**config.mk**
```make
export PLATFORM = sky130hd
export DESIGN_NAME = pipeline_track_flat
export DESIGN_NICKNAME = d
export VERILOG_FILES = /design/src/rtl/pipeline_track_if.sv /design/src/rtl/pipeline_track.sv /design/src/flat_wrapper.sv
export SDC_FILE = /design/constraint.sdc
export NUM_CORES = 1
export LEC_CHECK = 0
export BUFFER_PORTS_ARGS = -buffer_cell sky130_fd_sc_hd__buf_4
export CAP_MARGIN = 20
export CORE_ASPECT_RATIO = 0.8
export CORE_MARGIN = 2
export CORE_UTILIZATION = 45
export CTS_CLUSTER_DIAMETER = 60
export DETAILED_ROUTE_END_ITERATION = 10
export GPL_ROUTABILITY_DRIVEN = 1
export GPL_TIMING_DRIVEN = 0
export HOLD_SLACK_MARGIN = 0.05
export PLACE_DENSITY = 0.72
export SYNTH_ARGS = -nofsm -noshare
export SYNTH_HDL_FRONTEND = slang
export SYNTH_SLANG_ARGS = --single-unit
```
**constraint.sdc**
```tcl
create_clock -name clk -period 3.9 [get_ports clk]
set_input_delay 0.39 -clock clk [delete_from_list [all_inputs] [get_ports clk]]
set_output_delay 0.39 -clock clk [all_outputs]
set_load 0.03 [all_outputs]
```
**src/rtl/pipeline_track_if.sv**
```systemverilog
// Stage control, ID decode and hazard-feedback bundle of pipeline_track.
// slave = the tracker, master = the pipeline controller driving it.
interface pipeline_track_if;
  logic        if_rst, id_rst, exe_rst, mem_rst, wb_rst;
  logic        if_en, id_en, exe_en, mem_en, wb_en;
  logic [31:0] id_inst;
  logic [2:0]  id_pc_src;
  logic        id_mem_ren, id_mem_wen, id_wb_data_src, id_wb_wen;
  logic [1:0]  id_wb_addr_src;
  logic        if_valid, id_valid, exe_valid, mem_valid, wb_valid;
  logic        is_branch_exe, wb_wen_exe;
  logic [4:0]  regw_addr_exe;
  logic        is_branch_mem, wb_wen_mem;
  logic [4:0]  regw_addr_mem;
  logic        mem_ren_mem, mem_wen_mem;
  logic        wb_wen_wb, wb_data_src_wb;
  logic [4:0]  regw_addr_wb;
  logic [31:0] retired_cnt, bubble_cnt;

  modport slave (
    input  if_rst, id_rst, exe_rst, mem_rst, wb_rst,
    input  if_en, id_en, exe_en, mem_en, wb_en,
    input  id_inst, id_pc_src, id_mem_ren, id_mem_wen, id_wb_data_src, id_wb_wen, id_wb_addr_src,
    output if_valid, id_valid, exe_valid, mem_valid, wb_valid,
    output is_branch_exe, wb_wen_exe, regw_addr_exe,
    output is_branch_mem, wb_wen_mem, regw_addr_mem,
    output mem_ren_mem, mem_wen_mem,
    output wb_wen_wb, wb_data_src_wb, regw_addr_wb,
    output retired_cnt, bubble_cnt
  );

  modport master (
    output if_rst, id_rst, exe_rst, mem_rst, wb_rst,
    output if_en, id_en, exe_en, mem_en, wb_en,
    output id_inst, id_pc_src, id_mem_ren, id_mem_wen, id_wb_data_src, id_wb_wen, id_wb_addr_src,
    input  if_valid, id_valid, exe_valid, mem_valid, wb_valid,
    input  is_branch_exe, wb_wen_exe, regw_addr_exe,
    input  is_branch_mem, wb_wen_mem, regw_addr_mem,
    input  mem_ren_mem, mem_wen_mem,
    input  wb_wen_wb, wb_data_src_wb, regw_addr_wb,
    input  retired_cnt, bubble_cnt
  );
endinterface

```
**src/rtl/pipeline_track.sv**
```systemverilog
// Shadow pipeline tracker: follows the 5-stage valid/control flow and
// exports registered hazard feedback plus retired/bubble counters.
module pipeline_track #(
  parameter logic [1:0] WB_ADDR_RD   = 2'd0,
  parameter logic [1:0] WB_ADDR_RT   = 2'd1,
  parameter logic [1:0] WB_ADDR_LINK = 2'd2,
  parameter logic [2:0] PC_NEXT      = 3'd0
) (
  input logic              clk,
  input logic              rst,
  pipeline_track_if.slave  bus
);

  typedef struct packed {
    logic       valid;
    logic       is_branch;
    logic       mem_ren;
    logic       mem_wen;
    logic       wb_wen;
    logic       wb_data_src;
    logic [4:0] regw_addr;
  } ctrl_t;

  typedef struct packed {
    logic       valid;
    logic       wb_wen;
    logic       wb_data_src;
    logic [4:0] regw_addr;
  } wb_t;

  logic        if_v, id_v;
  ctrl_t       exe_r, mem_r, id_dec;
  wb_t         wb_r;
  logic [4:0]  dst;
  logic        dst_ok;
  logic [31:0] retired_r, bubble_r;

  always_comb begin
    dst    = 5'd0;
    dst_ok = 1'b1;
    case (bus.id_wb_addr_src)
      WB_ADDR_RD:   dst = bus.id_inst[15:11];
      WB_ADDR_RT:   dst = bus.id_inst[20:16];
      WB_ADDR_LINK: dst = 5'd31;
      default:      dst_ok = 1'b0;
    endcase
  end

  // Writes to $0 or via an unknown select never show up as hazards.
  always_comb begin
    id_dec             = '0;
    id_dec.valid       = id_v;
    id_dec.is_branch   = id_v & (bus.id_pc_src != PC_NEXT);
    id_dec.mem_ren     = id_v & bus.id_mem_ren;
    id_dec.mem_wen     = id_v & bus.id_mem_wen;
    id_dec.wb_wen      = id_v & bus.id_wb_wen & dst_ok & (dst != 5'd0);
    id_dec.wb_data_src = bus.id_wb_data_src;
    id_dec.regw_addr   = dst;
  end

  always_ff @(posedge clk) begin
    if (rst || bus.if_rst)      if_v <= 1'b0;
    else if (bus.if_en)         if_v <= 1'b1;

    if (rst || bus.id_rst)      id_v <= 1'b0;
    else if (bus.id_en)         id_v <= if_v;

    if (rst || bus.exe_rst)     exe_r <= '0;
    else if (bus.exe_en)        exe_r <= id_dec;

    if (rst || bus.mem_rst)     mem_r <= '0;
    else if (bus.mem_en)        mem_r <= exe_r;

    if (rst || bus.wb_rst)      wb_r <= '0;
    else if (bus.wb_en)         wb_r <= '{mem_r.valid, mem_r.wb_wen, mem_r.wb_data_src, mem_r.regw_addr};
  end

  // Counters clear only on global rst; stage-local clears leave them alone.
  always_ff @(posedge clk) begin
    if (rst) begin
      retired_r <= '0;
      bubble_r  <= '0;
    end else begin
      if (wb_r.valid && bus.wb_en && !bus.wb_rst) retired_r <= retired_r + 32'd1;
      if (bus.exe_rst && id_v)                    bubble_r  <= bubble_r + 32'd1;
    end
  end

  assign bus.if_valid       = if_v;
  assign bus.id_valid       = id_v;
  assign bus.exe_valid      = exe_r.valid;
  assign bus.mem_valid      = mem_r.valid;
  assign bus.wb_valid       = wb_r.valid;
  assign bus.is_branch_exe  = exe_r.is_branch;
  assign bus.wb_wen_exe     = exe_r.wb_wen;
  assign bus.regw_addr_exe  = exe_r.regw_addr;
  assign bus.is_branch_mem  = mem_r.is_branch;
  assign bus.wb_wen_mem     = mem_r.wb_wen;
  assign bus.regw_addr_mem  = mem_r.regw_addr;
  assign bus.mem_ren_mem    = mem_r.mem_ren;
  assign bus.mem_wen_mem    = mem_r.mem_wen;
  assign bus.wb_wen_wb      = wb_r.wb_wen;
  assign bus.wb_data_src_wb = wb_r.wb_data_src;
  assign bus.regw_addr_wb   = wb_r.regw_addr;
  assign bus.retired_cnt    = retired_r;
  assign bus.bubble_cnt     = bubble_r;

endmodule

```
**src/flat_wrapper.sv**
```systemverilog
// flat-port wrapper written by rule: the top's interface ports become plain ports
module pipeline_track_flat 
#(
  parameter logic [1:0] WB_ADDR_RD   = 2'd0,
  parameter logic [1:0] WB_ADDR_RT   = 2'd1,
  parameter logic [1:0] WB_ADDR_LINK = 2'd2,
  parameter logic [2:0] PC_NEXT      = 3'd0
)
  (clk, rst, bus_if_rst, bus_id_rst, bus_exe_rst, bus_mem_rst, bus_wb_rst, bus_if_en, bus_id_en, bus_exe_en, bus_mem_en, bus_wb_en, bus_id_inst, bus_id_pc_src, bus_id_mem_ren, bus_id_mem_wen, bus_id_wb_data_src, bus_id_wb_wen, bus_id_wb_addr_src, bus_if_valid, bus_id_valid, bus_exe_valid, bus_mem_valid, bus_wb_valid, bus_is_branch_exe, bus_wb_wen_exe, bus_regw_addr_exe, bus_is_branch_mem, bus_wb_wen_mem, bus_regw_addr_mem, bus_mem_ren_mem, bus_mem_wen_mem, bus_wb_wen_wb, bus_wb_data_src_wb, bus_regw_addr_wb, bus_retired_cnt, bus_bubble_cnt);
  pipeline_track_if bus_i ();
  input logic clk;
  input logic rst;
  input wire logic [$bits(bus_i.if_rst)-1:0] bus_if_rst;
  input wire logic [$bits(bus_i.id_rst)-1:0] bus_id_rst;
  input wire logic [$bits(bus_i.exe_rst)-1:0] bus_exe_rst;
  input wire logic [$bits(bus_i.mem_rst)-1:0] bus_mem_rst;
  input wire logic [$bits(bus_i.wb_rst)-1:0] bus_wb_rst;
  input wire logic [$bits(bus_i.if_en)-1:0] bus_if_en;
  input wire logic [$bits(bus_i.id_en)-1:0] bus_id_en;
  input wire logic [$bits(bus_i.exe_en)-1:0] bus_exe_en;
  input wire logic [$bits(bus_i.mem_en)-1:0] bus_mem_en;
  input wire logic [$bits(bus_i.wb_en)-1:0] bus_wb_en;
  input wire logic [$bits(bus_i.id_inst)-1:0] bus_id_inst;
  input wire logic [$bits(bus_i.id_pc_src)-1:0] bus_id_pc_src;
  input wire logic [$bits(bus_i.id_mem_ren)-1:0] bus_id_mem_ren;
  input wire logic [$bits(bus_i.id_mem_wen)-1:0] bus_id_mem_wen;
  input wire logic [$bits(bus_i.id_wb_data_src)-1:0] bus_id_wb_data_src;
  input wire logic [$bits(bus_i.id_wb_wen)-1:0] bus_id_wb_wen;
  input wire logic [$bits(bus_i.id_wb_addr_src)-1:0] bus_id_wb_addr_src;
  output wire logic [$bits(bus_i.if_valid)-1:0] bus_if_valid;
  output wire logic [$bits(bus_i.id_valid)-1:0] bus_id_valid;
  output wire logic [$bits(bus_i.exe_valid)-1:0] bus_exe_valid;
  output wire logic [$bits(bus_i.mem_valid)-1:0] bus_mem_valid;
  output wire logic [$bits(bus_i.wb_valid)-1:0] bus_wb_valid;
  output wire logic [$bits(bus_i.is_branch_exe)-1:0] bus_is_branch_exe;
  output wire logic [$bits(bus_i.wb_wen_exe)-1:0] bus_wb_wen_exe;
  output wire logic [$bits(bus_i.regw_addr_exe)-1:0] bus_regw_addr_exe;
  output wire logic [$bits(bus_i.is_branch_mem)-1:0] bus_is_branch_mem;
  output wire logic [$bits(bus_i.wb_wen_mem)-1:0] bus_wb_wen_mem;
  output wire logic [$bits(bus_i.regw_addr_mem)-1:0] bus_regw_addr_mem;
  output wire logic [$bits(bus_i.mem_ren_mem)-1:0] bus_mem_ren_mem;
  output wire logic [$bits(bus_i.mem_wen_mem)-1:0] bus_mem_wen_mem;
  output wire logic [$bits(bus_i.wb_wen_wb)-1:0] bus_wb_wen_wb;
  output wire logic [$bits(bus_i.wb_data_src_wb)-1:0] bus_wb_data_src_wb;
  output wire logic [$bits(bus_i.regw_addr_wb)-1:0] bus_regw_addr_wb;
  output wire logic [$bits(bus_i.retired_cnt)-1:0] bus_retired_cnt;
  output wire logic [$bits(bus_i.bubble_cnt)-1:0] bus_bubble_cnt;
  assign bus_i.if_rst = bus_if_rst;
  assign bus_i.id_rst = bus_id_rst;
  assign bus_i.exe_rst = bus_exe_rst;
  assign bus_i.mem_rst = bus_mem_rst;
  assign bus_i.wb_rst = bus_wb_rst;
  assign bus_i.if_en = bus_if_en;
  assign bus_i.id_en = bus_id_en;
  assign bus_i.exe_en = bus_exe_en;
  assign bus_i.mem_en = bus_mem_en;
  assign bus_i.wb_en = bus_wb_en;
  assign bus_i.id_inst = bus_id_inst;
  assign bus_i.id_pc_src = bus_id_pc_src;
  assign bus_i.id_mem_ren = bus_id_mem_ren;
  assign bus_i.id_mem_wen = bus_id_mem_wen;
  assign bus_i.id_wb_data_src = bus_id_wb_data_src;
  assign bus_i.id_wb_wen = bus_id_wb_wen;
  assign bus_i.id_wb_addr_src = bus_id_wb_addr_src;
  assign bus_if_valid = bus_i.if_valid;
  assign bus_id_valid = bus_i.id_valid;
  assign bus_exe_valid = bus_i.exe_valid;
  assign bus_mem_valid = bus_i.mem_valid;
  assign bus_wb_valid = bus_i.wb_valid;
  assign bus_is_branch_exe = bus_i.is_branch_exe;
  assign bus_wb_wen_exe = bus_i.wb_wen_exe;
  assign bus_regw_addr_exe = bus_i.regw_addr_exe;
  assign bus_is_branch_mem = bus_i.is_branch_mem;
  assign bus_wb_wen_mem = bus_i.wb_wen_mem;
  assign bus_regw_addr_mem = bus_i.regw_addr_mem;
  assign bus_mem_ren_mem = bus_i.mem_ren_mem;
  assign bus_mem_wen_mem = bus_i.mem_wen_mem;
  assign bus_wb_wen_wb = bus_i.wb_wen_wb;
  assign bus_wb_data_src_wb = bus_i.wb_data_src_wb;
  assign bus_regw_addr_wb = bus_i.regw_addr_wb;
  assign bus_retired_cnt = bus_i.retired_cnt;
  assign bus_bubble_cnt = bus_i.bubble_cnt;
  pipeline_track #(.WB_ADDR_RD(WB_ADDR_RD), .WB_ADDR_RT(WB_ADDR_RT), .WB_ADDR_LINK(WB_ADDR_LINK), .PC_NEXT(PC_NEXT)) u_core (.clk(clk), .rst(rst), .bus(bus_i));
endmodule
```
* Yosys cells after proc, flatten, opt, wreduce, memory -nomap -nowiden
Cells that the tools add are included. W data, S select, Z words.
Operators by class: $add $sub $neg 2, equal/unequal tests 2, multiplexer cells 2, bitwise logic cells 6, reductions and logical operators 13
Operators by type and width (number):
- $add A32 B1 Y32 const B | 2
- $pmux W5 S3 | 1
- $and A1 B1 Y1 | 6
- $logic_or A1 B1 Y1 | 5
- $reduce_bool A5 Y1 | 1
- $logic_and A1 B1 Y1 | 3
- $reduce_bool A3 Y1 | 1
- $reduce_or A3 Y1 | 1
- $eq A2 B1 Y1 const B | 1
- $eq A2 B2 Y1 const B | 1
- $logic_not A2 Y1 | 1
- $logic_not A1 Y1 | 1
- $mux W1 | 1
Word-level totals: flip-flop bits (word level) 96, input port bits 53, logic and storage cells 47

* Depth between registers and ports, before layout
Gate-level depths: netlist (run 1).
word-level depth 5, mapped depth 7, gate-level depth less buffers 5

* Worst setup path after synthesis (run 1)
OpenSTA, ideal clock, no wires.
path kind register to register, start point register u_core.bubble_r[0] (netlist: u_core.bus.bubble_cnt[0]), end point register u_core.bubble_r[24] (netlist: u_core.bus.bubble_cnt[24]), library setup time 121 ps, data arrival time 2159 ps, data required time 3779 ps, path slack 1621 ps, cell stages (with the launch flop) 7, buffers on the path 1, cell sequence dfxtp_1 ha_1 nand3_2 or4_1 buf_2 nor4_1 mux2_2
On the way: longest elaborated chain between the ends 1
Ends and longest elaborated chain:
- start, declared | line pipeline_track.sv:36 | logic [31:0] retired_r, bubble_r;
- start signal, assigned | line pipeline_track.sv:85 | if (bus.exe_rst && id_v) bubble_r <= bubble_r + 32'd1;
- $add A32 B1 Y32 | line pipeline_track.sv:85
No other way between the ends. A chain may end at the register's enable or synchronous reset.

* Worst setup path in the final report (run 1)
start point register u_core.retired_r[0] (netlist: u_core.bus.retired_cnt[0]), end point register u_core.retired_r[30] (netlist: u_core.bus.retired_cnt[30])
On the way: longest elaborated chain between the ends 1
Ends and longest elaborated chain:
- start, declared | line pipeline_track.sv:36
- start signal, assigned | line pipeline_track.sv:84 | if (wb_r.valid && bus.wb_en && !bus.wb_rst) retired_r <= retired_r + 32'd1;
- $add A32 B1 Y32 | line pipeline_track.sv:84
No other way between the ends.

==> results of run 1 <==
==> critical path: stages, from the launching register on <==
cell and delay, ps:
dfxtp_1 400, ha_1 210, nand3_1 130, or4_1 510, clkbuf_1 230, buf_2 250
o41ai_1 400, a21oi_1 110
==> layer usage <==
metal	GRT usage [%]	wire [um]	part of all wire, %
met1	28.9	4990	46
met4	6.00	127	1.2
met2	34.2	5140	47
met5	0	0	0
met3	5.04	645	5.9
==> worst max-delay path by stage <==
stage,from,endpoint,slack [ps],cells after the start
after floorplan,u_core.bus.bubble_cnt[0],u_core.bus.bubble_cnt[24],1620,6
after global routing,u_core.bus.bubble_cnt[0],u_core.bus.bubble_cnt[16],1380,7
final,u_core.bus.retired_cnt[0],u_core.bus.retired_cnt[30],1530,7
after global placement,bus_wb_en,u_core.bus.retired_cnt[31],1410,5
after detailed placement,bus_wb_en,u_core.bus.retired_cnt[30],1540,7
after CTS,u_core.bus.bubble_cnt[0],u_core.bus.bubble_cnt[16],1560,7
==> cell families (layout without fill, tap and decap cells) <==
logic type                 after synthesis  in the layout  share of synthesized area (%)
and+or+nand+nor                        211            211                           26.7
DFF                                     96             96                           43.8
AOI/OAI and AO/OA                       79             79                           10.8
buffers and inverters                   50            186                           5.50
muxes                                   39             39                           9.21
xor gates and xnor gates                17             17                           3.39
adders and majority gates                2              2                          0.570
==> cells in the final DEF (no fill, tap or decap), types with 4 or more instances in the layout <==
cell type    n
o21ai_0     15
o31ai_1     17
nand4_1     15
nor2_1      61
nand2_1     24
dfxtp_1     96
buf_2        4
xnor2_1     11
inv_1       14
nand3_1     19
buf_1        5
buf_4      130
xor2_1       6
mux2_2      11
clkbuf_16    9
or4_1       21
or3_1       14
and4_1       6
nor3_1      11
mux2i_1     28
a21oi_1     37
nor4_1       6
nor2b_1     11
clkbuf_1    15
or2_2        4
==> cell type report <==
cell class                 instances  area share, %
multi-input combinational        348           38.9
sequential                        96           33.6
timing repair buffer             120           15.7
clock buffer                      10           4.18
buffer                            36           3.30
tap                              119           2.60
inverter                          14          0.919
clock inverter                     6          0.788
==> per-stage QoR <==
| stage | utilization (%) | setup WS, ps | hold slack [ps] |
|---|---|---|---|
| final | 59.8 | 1530 | 216 |
| after global routing | 59.8 | 1380 | 208 |
| after CTS | 59.8 | 1560 | 208 |
| after detailed placement | 56.8 | 1540 | 466 |
| after global placement | 56.7 | 1410 | 457 |
| after floorplan | - | 1620 | 445 |
==> power by group <==
part           internal, mW  leakage [nW]  switching, mW
sequential            0.983         0.774        0.00281
clock                 0.451         0.131          0.376
combinational        0.0438          1.38         0.0541
==> state kept, by name, summed over array words and instances (netlist names), 3 cells and up <==
signal / count
u_core.exe_r: 3
u_core.bus.retired_cnt: 32
u_core.bus.regw_addr_mem: 5
u_core.bus.regw_addr_wb: 5
u_core.bus.bubble_cnt: 32
u_core.bus.regw_addr_exe: 5
==> run metrics, run 1 <==
final WL=10,900 um; RSZ-0062 raised after global routing=false; H-tree lvl count=3; EDFF count, synth=0; setup bufs post-CTS=0; Initial DRT Pass Iterations=5; CTS max path bufs=2; Worst VDD drop=222 uV; die area=10,600 sq um; most frequent cell after synthesis=dfxtp_1; CTS clk-pin slew, worst paths=60 ps; Crit path arrival time=2560 ps; row cnt=32; WHS Path Cells=2; sequential cell area fraction in the yosys report=43.8%; Nets=680; worst-path fanout max=10; post-route minimum period=2370 ps; Sink Count=96; io pins=145; area of the core=9570 sq um; DRC=0; Layout area overhead=30.3%; Die Y=92.3 um; Leak Pwr=2.28 nW; vias per cell=5.40; Placed Cells=733; die width=114 um; Initial Util=45.8%; Post-synth top flop=dfxtp_1; Worst EP required=4100 ps; detailed placement HPWL=8010 um; status=finished clean; Mapped Area=4390 sq um; Post-CTS Resized=0; clk_lat worst skew=330 ps; Fin Clk Skew=8.49 ps; syn_nets=549; cell area after layout=5720 sq um; multi-input logic area=2220 sq um; Hold Vio Cnt, Final=0; initial drt markers=186; CTS Buf Count=9; Post-synth top cells=dfxtp_1, nor2_1, a21oi_1, mux2i_1, nand2_1; drt wl/cell=14.6 um; R2R cell count=7; worst min path class=in -> reg; CP Class=reg -> reg; asr flop ratio synth=0%; final setup vio count=0; ANT nets after route=0; gr ovfl total=0; Fmax=423 MHz; Final period util=60.7%; yosys warns=0; vias=4,045; Avg Cell Area, Syn=8.88 sq um; fin cells=749; Pwr Total=1.91 mW; largest net degree at the start of global routing=17; global-route wire length before repair=18,300 um; Syn Inst Count=494; Max-Cap Viols=0; vias in the first global route=3,791; end of the worst register-to-register path=u_core.bus.retired_cnt[30]; Worst R2R Setup Slack=1530 ps; share of the synthesized area in the top cell type=43.8%; Yosys reg bits=96; post-synth cell types=46; setup tns final=0 ps; hold wc startpoint=bus_if_rst; post-place instance area=5430 sq um; hold endpoint=u_core.bus.if_valid; Cell Pwr Density=334 nW/um^2; filler cell count=874; fin. max-slew vios=0; Global Route Usage Sum=21.4%; antenna violations before repair=0; Reg area=1920 sq um; Synth area leader=dfxtp_1; reg2reg start=u_core.bus.retired_cnt[0]; Root Buffer Master=clkbuf_16; Rel. slew slack=48.2%; layout cells sized above 1=27.8%; Setup crit start kind=flip-flop; worst slew pin tran=778 ps; CTS tree=built; endpoint type of the worst setup path=flip-flop; top cells by area, synth=dfxtp_1, mux2i_1, nor2_1; cts hold-fix bufs=0; PortBufs=119; GPL Wtd Cong=0.797; n_diodes=0
(Power assumes the default switching activity.)
==> run 2, diff against run 1 <==
--- a/config.mk
+++ b/config.mk
@@ -15,7 +15,7 @@
 export GPL_ROUTABILITY_DRIVEN = 1
 export GPL_TIMING_DRIVEN = 0
 export HOLD_SLACK_MARGIN = 0.05
-export PLACE_DENSITY = 0.72
+export PLACE_DENSITY = 0.75
 export SYNTH_ARGS = -nofsm -noshare
 export SYNTH_HDL_FRONTEND = slang
 export SYNTH_SLANG_ARGS = --single-unit
==> constraint.sdc (replaced) <==
create_clock -name clk -period 1.95 [get_ports clk]
set_input_delay 0.195 -clock clk [delete_from_list [all_inputs] [get_ports clk]]
set_output_delay 0.195 -clock clk [all_outputs]
set_load 0.03 [all_outputs]
==> run metrics, run 2 (same netlist as run 1, synthesis figures left out) <==
setup ws final=-84.8 ps (was 1530 ps); GPL Wtd Cong=0.810 (was 0.797); area of the core=9570 sq um (unchanged); Global Route Usage Sum=24.1% (was 21.4%); CP Class=reg -> reg (unchanged); vias per cell=5.65 (was 5.40); vias=4,416 (was 4,045); worst-path fanout max=5 (was 10); Hold Vio Cnt, Final=0 (unchanged); drt wl/cell=16.6 um (was 14.6 um); RSZ-0062 raised after global routing=true (was false); n_diodes=0 (unchanged); Rel. slew slack=46.7% (was 48.2%); Layout area overhead=46.5% (was 30.3%); fin. max-slew vios=0 (unchanged); global-route wire length before repair=20,300 um (was 18,300 um); Initial DRT Pass Iterations=5 (unchanged); ANT nets after route=0 (unchanged); Final period util=104% (was 60.7%); failing checks=setup timing; Die Y=92.3 um (unchanged); Nets=712 (was 680); Setup crit start kind=flip-flop (unchanged); vias in the first global route=4,200 (was 3,791); GR Layer Usage met1=31.1% (was 28.9%); die area=10,600 sq um (unchanged); cell area after layout=6430 sq um (was 5720 sq um); Leak Pwr=2.62 nW (was 2.28 nW); Cell Pwr Density=601 nW/um^2 (was 334 nW/um^2); leading cell type in the layout, fill and taps excluded=buf_4 (unchanged); initial drt markers=285 (was 186); worst slew pin tran=793 ps (was 778 ps); layout cells sized above 1=43.4% (was 27.8%); Worst EP required=2210 ps (was 4100 ps); most frequent cells in the layout=buf_4, nor2_1, dfxtp_1 (was buf_4, dfxtp_1, nor2_1); H-tree lvl count=3 (unchanged); Core Util, Final=67.2% (was 59.8%); PortBufs=119 (unchanged); DRC=0 (unchanged); status=finished, violations left (was finished clean); Hold Slack=92.0 ps (was 216 ps); worst min path class=in -> reg (unchanged); Fmax=491 MHz (was 423 MHz); CTS Buf Count=9 (unchanged); clk_lat worst skew=350 ps (was 330 ps); gr ovfl total=0 (unchanged); met2 global-route usage=39.0% (was 34.2%); largest net degree at the start of global routing=16 (was 17); io pins=145 (unchanged); endpoint type of the worst setup path=flip-flop (unchanged); Crit path arrival time=2290 ps (was 2560 ps); row cnt=32 (unchanged); Fin Clk Skew=5.14 ps (was 8.49 ps); detailed placement HPWL=8420 um (was 8010 um); Root Buffer Master=clkbuf_16 (unchanged); die width=114 um (unchanged); CTS tree=built (unchanged); R2R cell count=5 (was 7); Initial Util=45.8% (unchanged); fin cells=781 (was 749); final setup vio count=7 (was 0); WHS Path Cells=3 (was 2); met3 Resource Use GR=6.28% (was 5.04%); Max-Cap Viols=0 (unchanged); CTS clk-pin slew, worst paths=70 ps (was 60 ps); post-place instance area=5610 sq um (was 5430 sq um); Worst VDD drop=452 uV (was 222 uV); Placed Cells=733 (unchanged); busiest grt layer=met2 (unchanged); setup tns final=-193 ps (was 0 ps); post-route minimum period=2030 ps (was 2370 ps); antenna violations before repair=0 (unchanged); final WL=12,900 um (was 10,900 um); CTS max path bufs=2 (unchanged); Sink Count=96 (unchanged)
## run 2: worst max-delay path, cell delays in order, from the launching register on
cell and delay (ps):
dfxtp_4 380, and4_4 230, or4b_4 500, buf_8 160, or4_4 500, a21oi_2 170
## run 2: path summary, 6_finish.rpt
check | from | to | slack (ps)
setup / recovery | u_core.bus.bubble_cnt[0] | u_core.bus.bubble_cnt[23] | -80
hold / removal | bus_id_wb_data_src | u_core.exe_r[5] | 90
setup reg to reg | u_core.bus.bubble_cnt[0] | u_core.bus.bubble_cnt[23] | -80
hold reg to reg | u_core.exe_r[7] | u_core.exe_r[7] | 470
## run 2: per-stage QoR
step                power, mW  setup slack [ps]
finish                   3.86             -84.8
floorplan                2.11             -61.1
detailed placement       2.20              -180
CTS                      3.90             -10.9
global route             3.99              -123
global placement         2.19              -277
## run 2: final cells by class
class,count,area [sq um]
well taps,119,149
clock inverters,3,15.0
plain buffers,33,223
inverters,14,52.6
repair buffers,154,1190
multi-input cells,349,2480
clock buffers,13,272
flip-flops and latches,96,2040
fillers,777,3140
## run 2: what timing repair did
action,in CTS,in global routing
hold buffers,2,0
endpoints found under the hold margin,2,0
cloned,4,0
pin swaps,16,12
buffers inserted,22,8
endpoints found under the setup margin,30,31
resized for setup,27,50
## run 2: report_power, final
part,internal (mW),switching [mW]
combinational,0.0921,0.114
sequential,1.93,0.00632
clock,0.972,0.748
## run 2: per-layer routing
metal / vias to the layer above / wire (um)
met3: 24 / 867
met1: 2151 / 5630
met4: 0 / 251
li1: 2092 / -
met2: 149 / 6180
met5: - / 0
